## config.mk

```make
export PLATFORM = sky130hd
export DESIGN_NAME = command_queue_flat
export DESIGN_NICKNAME = d
export VERILOG_FILES = /design/src/rtl/command_queue_if.sv /design/src/rtl/command_queue.sv /design/src/flat_wrapper.sv
export SDC_FILE = /design/constraint.sdc
export NUM_CORES = 1
export LEC_CHECK = 0
export CAP_MARGIN = 30
export CORE_MARGIN = 2
export CORE_UTILIZATION = 55
export CTS_CLUSTER_DIAMETER = 30
export DETAILED_ROUTE_END_ITERATION = 12
export PLACE_DENSITY_LB_ADDON = 0.05
export REMOVE_ABC_BUFFERS = 1
export SLEW_MARGIN = 0
export SYNTH_ARGS = -nofsm -noshare
export SYNTH_HDL_FRONTEND = slang
export SYNTH_SLANG_ARGS = --single-unit
```

## constraint.sdc

```tcl
create_clock -name clk -period 7 [get_ports clk]
set_input_delay 0.7 -clock clk [delete_from_list [all_inputs] [get_ports clk]]
set_output_delay 0.7 -clock clk [all_outputs]
set_load 0.01 [all_outputs]
```

## src/rtl/command_queue_if.sv

```systemverilog
// -----------------------------------------------------------------------------
// command_queue_if
//   Bundles the fetch-side, decode-side and status signals of command_queue.
//
//   Handshake semantics (single comment, applies to the whole bundle):
//     - comm_write is a one-cycle strobe. When it is high, rom_data carries one
//       ROM word, and the queue always samples it. Back-pressure is advisory:
//       the fetch stage must stall while pause_READ is high. A word that
//       completes a pair while the queue is full is dropped and flagged.
//     - comm_read is a one-cycle strobe. When it is high, the head shown on
//       command_in is consumed. Decode must stall while pause_DECODE is high.
//       A read while empty is ignored and flagged.
//     - flush overrides both strobes in the cycle in which it is high.
//
//   Modports:
//     master : the stimulus/neighbour side (drives strobes and data)
//     slave  : the queue itself (drives head command and status)
// -----------------------------------------------------------------------------
interface command_queue_if #(
   parameter int DATA_W = 14,
   parameter int PTR_W  = 3
);
   logic                  comm_write;
   logic [DATA_W-1:0]     rom_data;
   logic                  comm_read;
   logic                  flush;
   logic [2*DATA_W-1:0]   command_in;
   logic                  pause_READ;
   logic                  pause_DECODE;
   logic                  half_pending;
   logic [PTR_W:0]        count;
   logic                  overflow;
   logic                  underflow;

   modport master (
      output comm_write, rom_data, comm_read, flush,
      input  command_in, pause_READ, pause_DECODE, half_pending,
             count, overflow, underflow
   );

   modport slave (
      input  comm_write, rom_data, comm_read, flush,
      output command_in, pause_READ, pause_DECODE, half_pending,
             count, overflow, underflow
   );
endinterface

```

## src/rtl/command_queue.sv

```systemverilog
// -----------------------------------------------------------------------------
// command_queue
//   Instruction buffer between ROM fetch and decode. Pairs of DATA_W-bit ROM
//   words are packed into 2*DATA_W-bit commands (first word in the upper half)
//   and queued in a DEPTH-entry FIFO. The head is shown ahead on command_in.
//
//   Ports:
//     clk    - system clock, all state changes on the rising edge
//     reset  - synchronous, active-high reset
//     bus    - command_queue_if.slave:
//                comm_write/rom_data : ROM word strobe and data
//                comm_read           : decode pops the head command
//                flush               : drop all queued and half-built commands
//                command_in          : head command, zero while empty
//                pause_READ          : queue full, fetch stalls
//                pause_DECODE        : queue empty, decode stalls
//                half_pending        : first word of a pair is being held
//                count               : number of complete commands (0..DEPTH)
//                overflow/underflow  : sticky error flags, cleared by reset only
// -----------------------------------------------------------------------------
module command_queue #(
   parameter int DATA_W = 14,
   parameter int DEPTH  = 8,
   parameter int PTR_W  = 3
) (
   input logic               clk,
   input logic               reset,
   command_queue_if.slave    bus
);

   localparam int            CMD_W    = 2 * DATA_W;
   localparam logic [PTR_W:0] FULL_CNT = (PTR_W + 1)'(DEPTH);

   // ---------------------------------------------------------------------------
   // State
   // ---------------------------------------------------------------------------
   logic [CMD_W-1:0]  mem [DEPTH];
   logic [PTR_W-1:0]  wr_ptr;
   logic [PTR_W-1:0]  rd_ptr;
   logic [PTR_W:0]    count_q;
   logic              half_q;
   logic [DATA_W-1:0] hold_q;
   logic              overflow_q;
   logic              underflow_q;

   // ---------------------------------------------------------------------------
   // Decoded conditions (all from registered state, no extra latency)
   // ---------------------------------------------------------------------------
   logic is_full;
   logic is_empty;
   logic pair_done;
   logic do_pop;
   logic do_push;
   logic do_drop;
   logic bad_read;

   assign is_full   = (count_q == FULL_CNT);
   assign is_empty  = (count_q == '0);

   // The second word of a pair completes a command.
   assign pair_done = bus.comm_write && half_q;

   // A pop needs an entry present before the edge; a push in the same cycle
   // never falls through to satisfy a read on an empty queue.
   assign do_pop    = bus.comm_read && !is_empty;

   // At full, a completing write is only accepted if a pop frees a slot in
   // the same cycle; otherwise the finished command is discarded.
   assign do_push   = pair_done && (!is_full || do_pop);
   assign do_drop   = pair_done && is_full && !do_pop;
   assign bad_read  = bus.comm_read && is_empty;

   // ---------------------------------------------------------------------------
   // Pair assembly: hold register doubles as a one-word skid when full.
   // ---------------------------------------------------------------------------
   always_ff @(posedge clk) begin
      if (reset) begin
         half_q <= 1'b0;
         hold_q <= '0;
      end else if (bus.flush) begin
         half_q <= 1'b0;
      end else if (bus.comm_write) begin
         if (!half_q) begin
            hold_q <= bus.rom_data;
            half_q <= 1'b1;
         end else begin
            half_q <= 1'b0;
         end
      end
   end

   // ---------------------------------------------------------------------------
   // Storage. Memory is not reset; stale contents are never shown because
   // command_in is forced to zero while the queue is empty.
   // ---------------------------------------------------------------------------
   always_ff @(posedge clk) begin
      if (!reset && !bus.flush && do_push) begin
         mem[wr_ptr] <= {hold_q, bus.rom_data};
      end
   end

   // ---------------------------------------------------------------------------
   // Pointers and occupancy. Pointers wrap naturally at PTR_W bits.
   // ---------------------------------------------------------------------------
   always_ff @(posedge clk) begin
      if (reset || bus.flush) begin
         wr_ptr  <= '0;
         rd_ptr  <= '0;
         count_q <= '0;
      end else begin
         if (do_push) begin
            wr_ptr <= wr_ptr + PTR_W'(1);
         end
         if (do_pop) begin
            rd_ptr <= rd_ptr + PTR_W'(1);
         end
         case ({do_push, do_pop})
            2'b10:   count_q <= count_q + (PTR_W + 1)'(1);
            2'b01:   count_q <= count_q - (PTR_W + 1)'(1);
            default: count_q <= count_q;
         endcase
      end
   end

   // ---------------------------------------------------------------------------
   // Sticky error flags: survive flush, cleared by reset only. Nothing is
   // flagged in a flush cycle because the strobes are ignored there.
   // ---------------------------------------------------------------------------
   always_ff @(posedge clk) begin
      if (reset) begin
         overflow_q  <= 1'b0;
         underflow_q <= 1'b0;
      end else if (!bus.flush) begin
         if (do_drop) begin
            overflow_q <= 1'b1;
         end
         if (bad_read) begin
            underflow_q <= 1'b1;
         end
      end
   end

   // ---------------------------------------------------------------------------
   // Outputs
   // ---------------------------------------------------------------------------
   assign bus.command_in   = is_empty ? '0 : mem[rd_ptr];
   assign bus.pause_READ   = is_full;
   assign bus.pause_DECODE = is_empty;
   assign bus.half_pending = half_q;
   assign bus.count        = count_q;
   assign bus.overflow     = overflow_q;
   assign bus.underflow    = underflow_q;

endmodule

```

## src/flat_wrapper.sv

```systemverilog
// flat-port wrapper written by rule: the top's interface ports become plain ports
module command_queue_flat 
#(
   parameter int DATA_W = 14,
   parameter int DEPTH  = 8,
   parameter int PTR_W  = 3
)
  (clk, reset, bus_comm_write, bus_rom_data, bus_comm_read, bus_flush, bus_command_in, bus_pause_READ, bus_pause_DECODE, bus_half_pending, bus_count, bus_overflow, bus_underflow);
  command_queue_if #(.DATA_W(DATA_W), .PTR_W(PTR_W)) bus_i ();
  input logic clk;
  input logic reset;
  input wire logic [$bits(bus_i.comm_write)-1:0] bus_comm_write;
  input wire logic [$bits(bus_i.rom_data)-1:0] bus_rom_data;
  input wire logic [$bits(bus_i.comm_read)-1:0] bus_comm_read;
  input wire logic [$bits(bus_i.flush)-1:0] bus_flush;
  output wire logic [$bits(bus_i.command_in)-1:0] bus_command_in;
  output wire logic [$bits(bus_i.pause_READ)-1:0] bus_pause_READ;
  output wire logic [$bits(bus_i.pause_DECODE)-1:0] bus_pause_DECODE;
  output wire logic [$bits(bus_i.half_pending)-1:0] bus_half_pending;
  output wire logic [$bits(bus_i.count)-1:0] bus_count;
  output wire logic [$bits(bus_i.overflow)-1:0] bus_overflow;
  output wire logic [$bits(bus_i.underflow)-1:0] bus_underflow;
  assign bus_i.comm_write = bus_comm_write;
  assign bus_i.rom_data = bus_rom_data;
  assign bus_i.comm_read = bus_comm_read;
  assign bus_i.flush = bus_flush;
  assign bus_command_in = bus_i.command_in;
  assign bus_pause_READ = bus_i.pause_READ;
  assign bus_pause_DECODE = bus_i.pause_DECODE;
  assign bus_half_pending = bus_i.half_pending;
  assign bus_count = bus_i.count;
  assign bus_overflow = bus_i.overflow;
  assign bus_underflow = bus_i.underflow;
  command_queue #(.DATA_W(DATA_W), .DEPTH(DEPTH), .PTR_W(PTR_W)) u_core (.clk(clk), .reset(reset), .bus(bus_i));
endmodule
```

== Word level (Yosys, flattened, before mapping) ==
Memory sizes are Yosys's and may differ from the RTL's. A register that Yosys moved wholly into a read port is not among the register bits.
Index checks and enable logic that the tools add are counted.
Word-level totals
  bits in registers: 27
  latch bits: 0
  memory bits (writable): 224
  bits in read-only memories: 0
  input bits: 19
  output and inout port bits: 37
  word-level logic and storage cells: 45
  memories: 1
Operators by class
  $add $sub $neg: 4
  multipliers: 0
  divide/modulo/power cells: 0
  magnitude comparators: 0
  equality and inequality tests: 3
  shift operators: 0
  muxes and demuxes: 7
  bitwise gates (word level): 2
  reductions and logical operators: 21
Memories
  u_core.mem: words 8, bits a word 28, read ports 1, clocked after Yosys merged registers in 1, write ports 1, line command_queue.sv:37  | logic [CMD_W-1:0] mem [DEPTH];
Operators with widths (number)
  28-bit 2-to-1 mux: 1
  1-bit logical AND: 8
  4-bit one-hot mux with 2 select lines: 1
  3-bit by 1-bit adder with 3-bit output (second input constant): 2
  3-bit 2-to-1 mux: 2
  1-bit zero test: 5
  4-bit by 1-bit adder with 4-bit output (second input constant): 1
  4-bit == test (second input constant): 1
  4-bit zero test: 1
  2-bit AND reduction: 2
  4-bit by 1-bit subtractor with 4-bit output (second input constant): 1
  1-bit 2-to-1 mux: 3
  3-bit AND reduction: 1
  2-bit by 1-bit == test with 1-bit output (second input constant): 1
  2-bit == test (second input constant): 1
  1-bit logical OR: 2
  1-bit inverter: 2
  2-bit nonzero test: 1
  2-bit OR reduction: 1

== Logic depth before layout (Yosys ltp) ==
Gate-level depths: netlist (run 1).
  depth after elaboration: 8
  mapped depth: 10
  gate-level depth less buffers: 9

== Worst setup path before layout (run 1) ==
OpenSTA, ideal clock, no wires.
  path type: input port to flip-flop
  start point: input port reset
  end point: memory u_core.mem[0][0] (netlist name), enable pin
  setup time: 448 ps
  arrival time: 3253 ps
  path slack: 3299 ps
  stages: 3
  cells stage by stage: clkbuf_1 -> or3_1 -> nor3_1
On the way
  longest elaborated chain between the ends: 5
Ends and longest elaborated chain
  start: declaration: line flat_wrapper.sv:11  | input logic reset;
  1-bit zero test: line command_queue.sv:97  | if (!reset && !bus.flush && do_push) begin
  1-bit logical AND (2 in series): line command_queue.sv:97
  1-bit 2-to-1 mux: line command_queue.sv:97
  1-bit 2-to-1 mux (not written as such): line command_queue.sv:98  | mem[wr_ptr] <= {hold_q, bus.rom_data};
  end: declaration: line command_queue.sv:37
Every way passes these cells.

==> flow_summary.json, run 1 <==
{
  "run_status": "complete, no violations",
  "grt_usage": 0.2191,
  "postCtsSetupBuffers": 0,
  "grt_pass1_vias": 5291,
  "maxSlewViolCount": 0,
  "synth_cell_types": 36,
  "die_x_um": 137.2,
  "fin_hold_ws_ns": 0.5108,
  "cp_max_fo": 40,
  "cts.sinks": 254,
  "dpl.hpwl_um": 10190,
  "ys_warn_count": 0,
  "placed_cells_incl_taps": 777,
  "syn_area_um2": 9758,
  "power_density_nw_per_um2": 313.6,
  "cellInternalPower_mw": 3.049,
  "relSlewSlack": 0.4105,
  "synthFlopType": "edfxtp_1",
  "cp.required_ns": 6.30,
  "wl_per_cell_um": 22.71,
  "sequentialPowerShare": 0.438,
  "syn2layout_area_growth_pct": 24.12,
  "cts_inserted_buffers": 44,
  "syn_inst": 506,
  "fin_setup_tns_ns": 0,
  "ys_ff_latch": 254,
  "cap_violations": 0,
  "antenna_found_initial": 0,
  "antenna_left": 0,
  "final_nets": 622,
  "synth-async-reset-ratio": 0,
  "cts.clk_slew.worst_paths_ns": 0.05,
  "comb_power_share": 0.015,
  "vias": 4983,
  "core_area_um2": 17300,
  "drive_above_1_share": 0.2567,
  "clk_latency_ns": 0.51,
  "cp.arrival_ns": 3.21,
  "holdCritStartpoint": "u_core.bus.underflow$_SDFFE_PP0P_",
  "cts_resized": 0,
  "setup_viol": 0,
  "avgSynthCellArea_um2": 19.28,
  "skew_ns": 0.01815,
  "min_period_ns": 3.907,
  "period_share": 0.5582,
  "worst_pin_slew_ns": 0.8794,
  "die_y_um": 137.2,
  "drt_iter0_drc": 337,
  "io_pins": 56,
  "finalHoldViolCount": 0,
  "initial_core_util": 0.5642,
  "rr_startpoint": "u_core.bus.count[0]$_SDFFE_PP0P_",
  "path_class": "flop to output port",
  "p_switching_uw": 749.4,
  "routed_wl_um": 19440,
  "first_pass_iters": 4,
  "cts_buffer_depth": 3,
  "final_cells": 856,
  "r2r_slack_ns": 4.13,
  "pwr-share-clk": 0.547,
  "grt_overflow": 0,
  "final_cell_mix": "edfxtp_1, mux4_2, clkdlybuf4s50_1",
  "cts_htree_levels": 2,
  "std_cell_rows": 48,
  "io_buffers": 55,
  "gp_congestion": 0.7100,
  "grt_max_degree": 57,
  "antenna_cells": 0,
  "end_kind": "output port",
  "swShare": 0.1973,
  "synth-edff-count": 224,
  "cts_tree": "done",
  "drc_errors": 0,
  "via_per_inst": 5.821,
  "grt_pass1_wl_um": 29970,
  "max-vdd-ir-drop_v": 0.0002019,
  "hold_path_class": "flop to flop",
  "hold_buffers": 0,
  "rsz0062_at_grt": "false",
  "die-area_um2": 18820,
  "final_common_cell": "edfxtp_1",
  "timing.fmax_mhz": 255.9,
  "clockRootBuffer": "clkbuf_16",
  "p_leak_nw": 3.826,
  "startpoint_type": "flop",
  "yosysSeqAreaShare": 0.7509
}
[worst max-delay path: stages, from the launching register on]
cell             delay (ns)
dfxtp_4                0.55
buf_4                  0.71
mux4_2                 0.59
mux2i_1                0.25
nor2_1                 0.08
clkdlybuf4s50_1        0.48
[final timing paths]
check,end,cells after the start
max reg2reg,u_core.bus.count[2]$_SDFFE_PP0P_,11
min,u_core.bus.underflow$_SDFFE_PP0P_,2
max,bus_command_in[17],5
min reg2reg,u_core.bus.underflow$_SDFFE_PP0P_,2
[sequential cells by signal, summed over array words and instances (netlist names), named ones only]
name,cells
u_core.bus.overflow,1
u_core.mem,224
u_core.bus.half_pending,1
u_core.bus.underflow,1
u_core.rd_ptr,3
u_core.bus.count,4
u_core.hold_q,14
u_core.wr_ptr,3
[through the flow]
step / worst slack [ns] / area, um2 / utilization / power (mW)
after floorplan: 3.024 / 9629 / - / 1.710
after global placement: 3.516 / 10630 / 0.6147 / 1.746
after detailed placement: 3.551 / 10640 / 0.6153 / 1.749
after CTS: 3.003 / 12110 / 0.7002 / 3.832
after global routing: 2.791 / 12110 / 0.7002 / 3.901
final: 3.093 / 12110 / 0.7002 / 3.798
[cell usage after synthesis (2+ instances only)]
library cell    n  share of area
edfxtp_1      224           0.69
xor2_1          4         0.0036
buf_2          10         0.0051
dfxtp_1        30          0.062
o21ai_0         4         0.0021
nor2_1         42          0.016
inv_1           4         0.0015
buf_4           4         0.0031
nor3_1          6         0.0031
buf_1           2        0.00077
nor2b_1         2         0.0013
clkbuf_1        8         0.0031
ha_1            5         0.0064
xnor2_1         2         0.0018
mux4_2         56           0.13
nand3b_1        2         0.0015
or3_1           2         0.0013
a21oi_1        17         0.0087
nand3_1         3         0.0015
nand2_1        33          0.013
mux2i_1        31          0.032
[layout make-up]
class,instances,area (um2)
repair buffers,71,674.4
well taps,225,281.5
clock inverters,29,314.1
multi-input cells,223,2336
inverters,4,15.01
clock buffers,50,1155
fillers,1127,5185
flip-flops and latches,254,7336
[routing by layer]
layer	routed length, um	GRT usage	vias to the layer above
met5	0	0	-
met4	221	0.07045	0
met3	1157	0.04599	16
met2	9751	0.3527	156
met1	8306	0.3048	2607
li1	-	-	2204
[power by group through the flow]
stage          sequential [mW]  combinational (mW)  clock (mW)
3_3_place_gp              1.69              0.0551           0
2_1_floorplan             1.69              0.0196           0
4_1_cts                   1.66              0.0577        2.11
6_report                  1.66              0.0573        2.08
3_5_place_dp              1.69              0.0573           0
5_1_grt                   1.66              0.0626        2.18
[kinds of logic after synthesis]
kind of cell,share of synthesized area
fa+ha+maj,0.006411
flops,0.7509
xor+xnor,0.005385
buf+inv,0.01475
mux,0.1610
compound gates,0.01513
simple gates,0.04642
Note: power is estimated with default switching activity, not from simulation.
==> inputs of run 2 (changes only) <==
==> constraint.sdc (replaced) <==
create_clock -name clk -period 4 [get_ports clk]
set_input_delay 0.4 -clock clk [delete_from_list [all_inputs] [get_ports clk]]
set_output_delay 0.4 -clock clk [all_outputs]
set_load 0.01 [all_outputs]
==> run 2 against run 1 <==
  * Routed wire length is 0.59% higher
  * Clock power is 78% higher
  * Flip-flop and latch count stayed put
  * Combinational power is 73% higher
  * Non-clock buffer count is 3 higher
==> flow_summary.json, run 2 (synthesized netlist as in run 1, its figures left out) <==
{
  "io_pins": 56,
  "antenna_left": 0,
  "worst_r2r_endpoint": "u_core.bus.count[2]$_SDFFE_PP0P_",
  "antenna_found_initial": 0,
  "cap_violations": 0,
  "dpl.hpwl_um": 10240,
  "run_status": "complete, no violations",
  "drt-met1-wl_um": 8497,
  "grt_pass1_vias": 5217,
  "startpoint_type": "flop",
  "rr_worst_depth": 10,
  "cts_inserted_buffers": 43,
  "hold_buffers": 0,
  "fin_setup_tns_ns": 0,
  "cts_tree": "done",
  "hold_path_class": "flop to flop",
  "min_period_ns": 3.298,
  "maxSlewViolCount": 0,
  "cts_htree_levels": 2,
  "clk_latency_ns": 0.51,
  "grt_usage": 0.2206,
  "first_pass_iters": 5,
  "end_kind": "output port",
  "pwr-share-clk": 0.551,
  "std_cell_rows": 48,
  "finalHoldViolCount": 0,
  "cts_resized": 0,
  "cts.sinks": 254,
  "hold_end": "u_core.bus.overflow$_SDFFE_PP0P_",
  "met3RoutedLength_um": 845,
  "multi_input_area_um2": 2336,
  "p_switching_mw": 1.253,
  "timing.fmax_mhz": 303.2,
  "initial_core_util": 0.5642,
  "relSlewSlack": 0.3324,
  "dpl_worst_slack_ns": 1.162,
  "grt_overflow": 0,
  "swShare": 0.1867,
  "max_flop_register": "u_core.mem",
  "hold_path_depth": 2,
  "top_layer": "met4",
  "nFillCells": 1098,
  "die_y_um": 137.2,
  "io_buffers": 55,
  "drive_above_1_share": 0.2508,
  "holdCritStartpoint": "u_core.bus.overflow$_SDFFE_PP0P_",
  "period_share": 0.8245,
  "cts_buffer_depth": 3,
  "p_leak_nw": 3.875,
  "wl_per_cell_um": 22.76,
  "dr_wl_met2_um": 9863,
  "antenna_cells": 0,
  "gp_congestion": 0.7656,
  "cts.clk_slew.worst_paths_ns": 0.04,
  "grt_max_degree": 57,
  "postCtsSetupBuffers": 0,
  "max-vdd-ir-drop_v": 0.0003747,
  "sequentialPowerShare": 0.434,
  "comb_power_share": 0.015,
  "grt_pass1_wl_um": 30060,
  "rr_startpoint": "u_core.bus.count[0]$_SDFFE_PP0P_",
  "utilization": 0.7046,
  "syn2layout_area_growth_pct": 24.89,
  "path_class": "flop to output port",
  "largest_register_ffs": 224,
  "fin_hold_ws_ns": 0.4813,
  "r2r_slack_ns": 1.24,
  "die_x_um": 137.2,
  "rsz0062_at_grt": "false",
  "power_density_nw_per_um2": 550.9,
  "via_per_inst": 5.804,
  "die-area_um2": 18820,
  "final_common_cell": "edfxtp_1",
  "worst_pin_slew_ns": 1.001,
  "final_cell_mix": "edfxtp_1, mux4_2, clkdlybuf4s50_1",
  "cp.required_ns": 3.60,
  "cp.arrival_ns": 2.90,
  "final_nets": 624,
  "drc_errors": 0,
  "vias": 4986,
  "cellInternalPower_mw": 5.460,
  "core_area_um2": 17300,
  "regArea_um2": 7333,
  "setup_slack_ns": 0.7020,
  "clockRootBuffer": "clkbuf_16",
  "drt_iter0_drc": 383,
  "setup_viol": 0,
  "cp_max_fo": 32,
  "routed_wl_um": 19550,
  "skew_ns": 0.01422
}
==> run 2: cell count changes in the layout (fill, tap and decap cells not counted), moves of 2 or more <==
cell / previous run / this run
clkbuf_8: 1 / 4
clkinv_2: 5 / 3
buf_12: 0 / 3
clkinvlp_4: 10 / 4
clkinv_1: 3 / 0
clkinv_4: 4 / 1
clkbuf_1: 4 / 13
==> run 2: worst max-delay path: stages, from the launching register on <==
cell             delay (ns)
dfxtp_4                0.81
buf_12                 0.28
mux4_2                 0.51
mux2i_1                0.22
nor2_1                 0.07
clkdlybuf4s50_1        0.49
==> run 2: cell type report <==
type	count	share of cell area
Multi-Input combinational cell	223	0.1917
Inverter	4	0.001232
Clock buffer	62	0.1009
Sequential cell	254	0.6017
Timing Repair Buffer	74	0.05996
Tap cell	225	0.02310
Clock inverter	17	0.02136
==> run 2: through the flow <==
step,power (mW),instance area (um2),cells
6_report,6.713,12190,859
2_1_floorplan,2.992,9629,481
3_5_place_dp,3.060,10700,780
4_1_cts,6.769,12190,859
5_1_grt,6.894,12190,859
3_3_place_gp,3.056,10700,780
==> run 2: worst max-delay path by stage <==
stage               startpoint            endpoint  slack [ns]
finish                    flop  bus_command_in[16]        0.70
global route              flop  bus_command_in[16]        0.48
CTS                       flop  bus_command_in[27]        0.62
detailed placement        flop  bus_command_in[16]        1.16
global placement          flop  bus_command_in[18]        1.17
floorplan                 flop   bus_command_in[0]        0.32
==> run 2: power groups by stage <==
| stage | combinational [mW] | sequential, mW | clock (mW) |
|---|---|---|---|
| 6_report | 0.0990 | 2.91 | 3.70 |
| 5_1_grt | 0.108 | 2.91 | 3.87 |
| 4_1_cts | 0.0999 | 2.91 | 3.76 |
| 3_5_place_dp | 0.0989 | 2.96 | 0 |
| 3_3_place_gp | 0.0968 | 2.96 | 0 |
| 2_1_floorplan | 0.0343 | 2.96 | 0 |
==> run 2: routing by layer <==
metal	global-route usage	vias up
met3	0.03753	29
met5	0	-
met4	0.07102	0
met1	0.3138	2611
li1	-	2217
met2	0.3541	129
==> inputs of run 3 (changes only) <==
==> constraint.sdc (replaced) <==
create_clock -name clk -period 3.2 [get_ports clk]
set_input_delay 0.32 -clock clk [delete_from_list [all_inputs] [get_ports clk]]
set_output_delay 0.32 -clock clk [all_outputs]
set_load 0.01 [all_outputs]
==> run 3 against run 2 <==
  * Worst hold slack gained 0.0054 ns
  * Worst setup slack got worse by 0.53 ns
  * Clock-buffer cell count is 14 lower
  * Critical endpoint is now bus_command_in[25]
  * Routed wire length is essentially flat
  * Critical path type unchanged
  * Register-to-register slack got worse by 0.69 ns
  * Design area decreased by 0.54%
  * Sequential power is 25% higher
  * Combinational power increased by 27%
  * Largest power group unchanged
==> flow_summary.json, run 3 (synthesized netlist as in run 1, its figures left out) <==
{
  "run_status": "complete, no violations",
  "antenna_found_initial": 0,
  "relSlewSlack": 0.3532,
  "p_leak_nw": 3.880,
  "power_density_nw_per_um2": 670.7,
  "cp.arrival_ns": 2.71,
  "routed_wl_um": 19550,
  "vias": 5032,
  "fin_setup_tns_ns": 0,
  "skew_ns": 0.01525,
  "p_switching_mw": 1.607,
  "final_common_cell": "edfxtp_1",
  "cp_max_fo": 16,
  "cts_buffer_depth": 3,
  "path_class": "flop to output port",
  "rr_worst_depth": 9,
  "drt_iter0_drc": 408,
  "clockRootBuffer": "clkbuf_16",
  "rsz0062_at_grt": "false",
  "cp.required_ns": 2.88,
  "first_pass_iters": 5,
  "cts.sinks": 254,
  "final_nets": 627,
  "cap_violations": 0,
  "min_period_ns": 3.031,
  "std_cell_rows": 48,
  "cts_resized": 0,
  "pwr-share-clk": 0.537,
  "maxSlewViolCount": 0,
  "largest_register_ffs": 224,
  "clk_latency_ns": 0.51,
  "nFillCells": 1118,
  "cellInternalPower_mw": 6.521,
  "end_kind": "output port",
  "drive_above_1_share": 0.2638,
  "utilization": 0.7007,
  "max_flop_register": "u_core.mem",
  "die_x_um": 137.2,
  "cts_htree_levels": 2,
  "die_y_um": 137.2,
  "drc_errors": 0,
  "startpoint_type": "flop",
  "sequentialPowerShare": 0.447,
  "syn2layout_area_growth_pct": 24.21,
  "max-vdd-ir-drop_v": 0.0004498,
  "cts_tree": "done",
  "timing.fmax_mhz": 330.0,
  "initial_core_util": 0.5642,
  "period_share": 0.9471,
  "die-area_um2": 18820,
  "cts.clk_slew.worst_paths_ns": 0.05,
  "finalHoldViolCount": 0,
  "grt_max_degree": 39,
  "worst_pin_slew_ns": 0.9672,
  "hold_buffers": 0,
  "comb_power_share": 0.015,
  "setup_viol": 0,
  "swShare": 0.1977,
  "io_pins": 56,
  "grt_usage": 0.2228,
  "wl_per_cell_um": 22.78,
  "final_cell_mix": "edfxtp_1, mux4_2, clkdlybuf4s50_1",
  "io_buffers": 55,
  "antenna_left": 0,
  "hold_path_class": "flop to flop",
  "hold_path_depth": 2,
  "cts_inserted_buffers": 41,
  "dpl.hpwl_um": 10600,
  "grt_overflow": 0,
  "gp_congestion": 0.7452,
  "grt_pass1_vias": 5226,
  "postCtsSetupBuffers": 0,
  "grt_pass1_wl_um": 30080,
  "via_per_inst": 5.865,
  "antenna_cells": 0,
  "core_area_um2": 17300
}
## run 3: cell count changes in the layout (fill, tap and decap cells not counted), sizes merged
cell,previous run,this run
clkinvlp,4,0
clkinv,4,13
bufinv,6,5
clkbuf,62,48
inv,7,11
buf,19,24
## run 3: path summary, 6_finish.rpt
kind / end / slack [ns] / from
hold / removal: u_core.bus.overflow$_SDFFE_PP0P_ / 0.49 / u_core.bus.overflow$_SDFFE_PP0P_
setup / recovery: bus_command_in[25] / 0.17 / flop
setup reg to reg: u_core.bus.count[2]$_SDFFE_PP0P_ / 0.55 / u_core.bus.count[1]$_SDFFE_PP0P_
hold reg to reg: u_core.bus.overflow$_SDFFE_PP0P_ / 0.49 / u_core.bus.overflow$_SDFFE_PP0P_
## run 3: layout make-up
type / count / area (um2) / area share
clock inverter: 25 / 304.0 / 0.02509
sequential: 254 / 7333 / 0.6050
inverter: 4 / 15.01 / 0.001239
tap: 225 / 281.5 / 0.02323
clock buffer: 48 / 1082 / 0.08929
multi-input combinational: 223 / 2336 / 0.1927
timing repair buffer: 79 / 768.2 / 0.06338
## run 3: power by group through the flow
stage	sequential, mW	combinational [mW]	clock [mW]
after floorplan	3.70	0.0428	0
after global placement	3.70	0.121	0
after detailed placement	3.70	0.126	0
after CTS	3.64	0.127	4.43
after global routing	3.64	0.137	4.58
final	3.64	0.126	4.37
## run 3: critical path, cell delays in order, from the launching register on
cell	delay [ns]
dfxtp_4	0.58
buf_4	0.35
mux4_2	0.53
mux2i_1	0.19
nor2_1	0.06
clkdlybuf4s50_1	0.49
## run 3: metrics by stage
step                hold slack [ns]  worst slack, ns  std cells  total power [mW]  area [um2]
detailed placement           0.4724           0.4528        785             3.826       10730
finish                       0.4867           0.1694        858             8.129       12120
global placement             0.4674           0.5390        785             3.819       10730
CTS                          0.4903           0.1003        858             8.189       12120
global route                 0.5129          0.02014        858             8.357       12120
floorplan                    0.3891          -0.4267        481             3.740        9629
## run 3: metal layers
| metal | wire, um | up-vias | share of wire | track usage |
|---|---|---|---|---|
| li1 | - | 2221 | - | - |
| met1 | 8537 | 2620 | 0.44 | 0.3203 |
| met2 | 9523 | 156 | 0.49 | 0.3527 |
| met3 | 1156 | 35 | 0.059 | 0.04599 |
| met4 | 332 | 0 | 0.017 | 0.06243 |
| met5 | 0 | - | 0 | 0 |
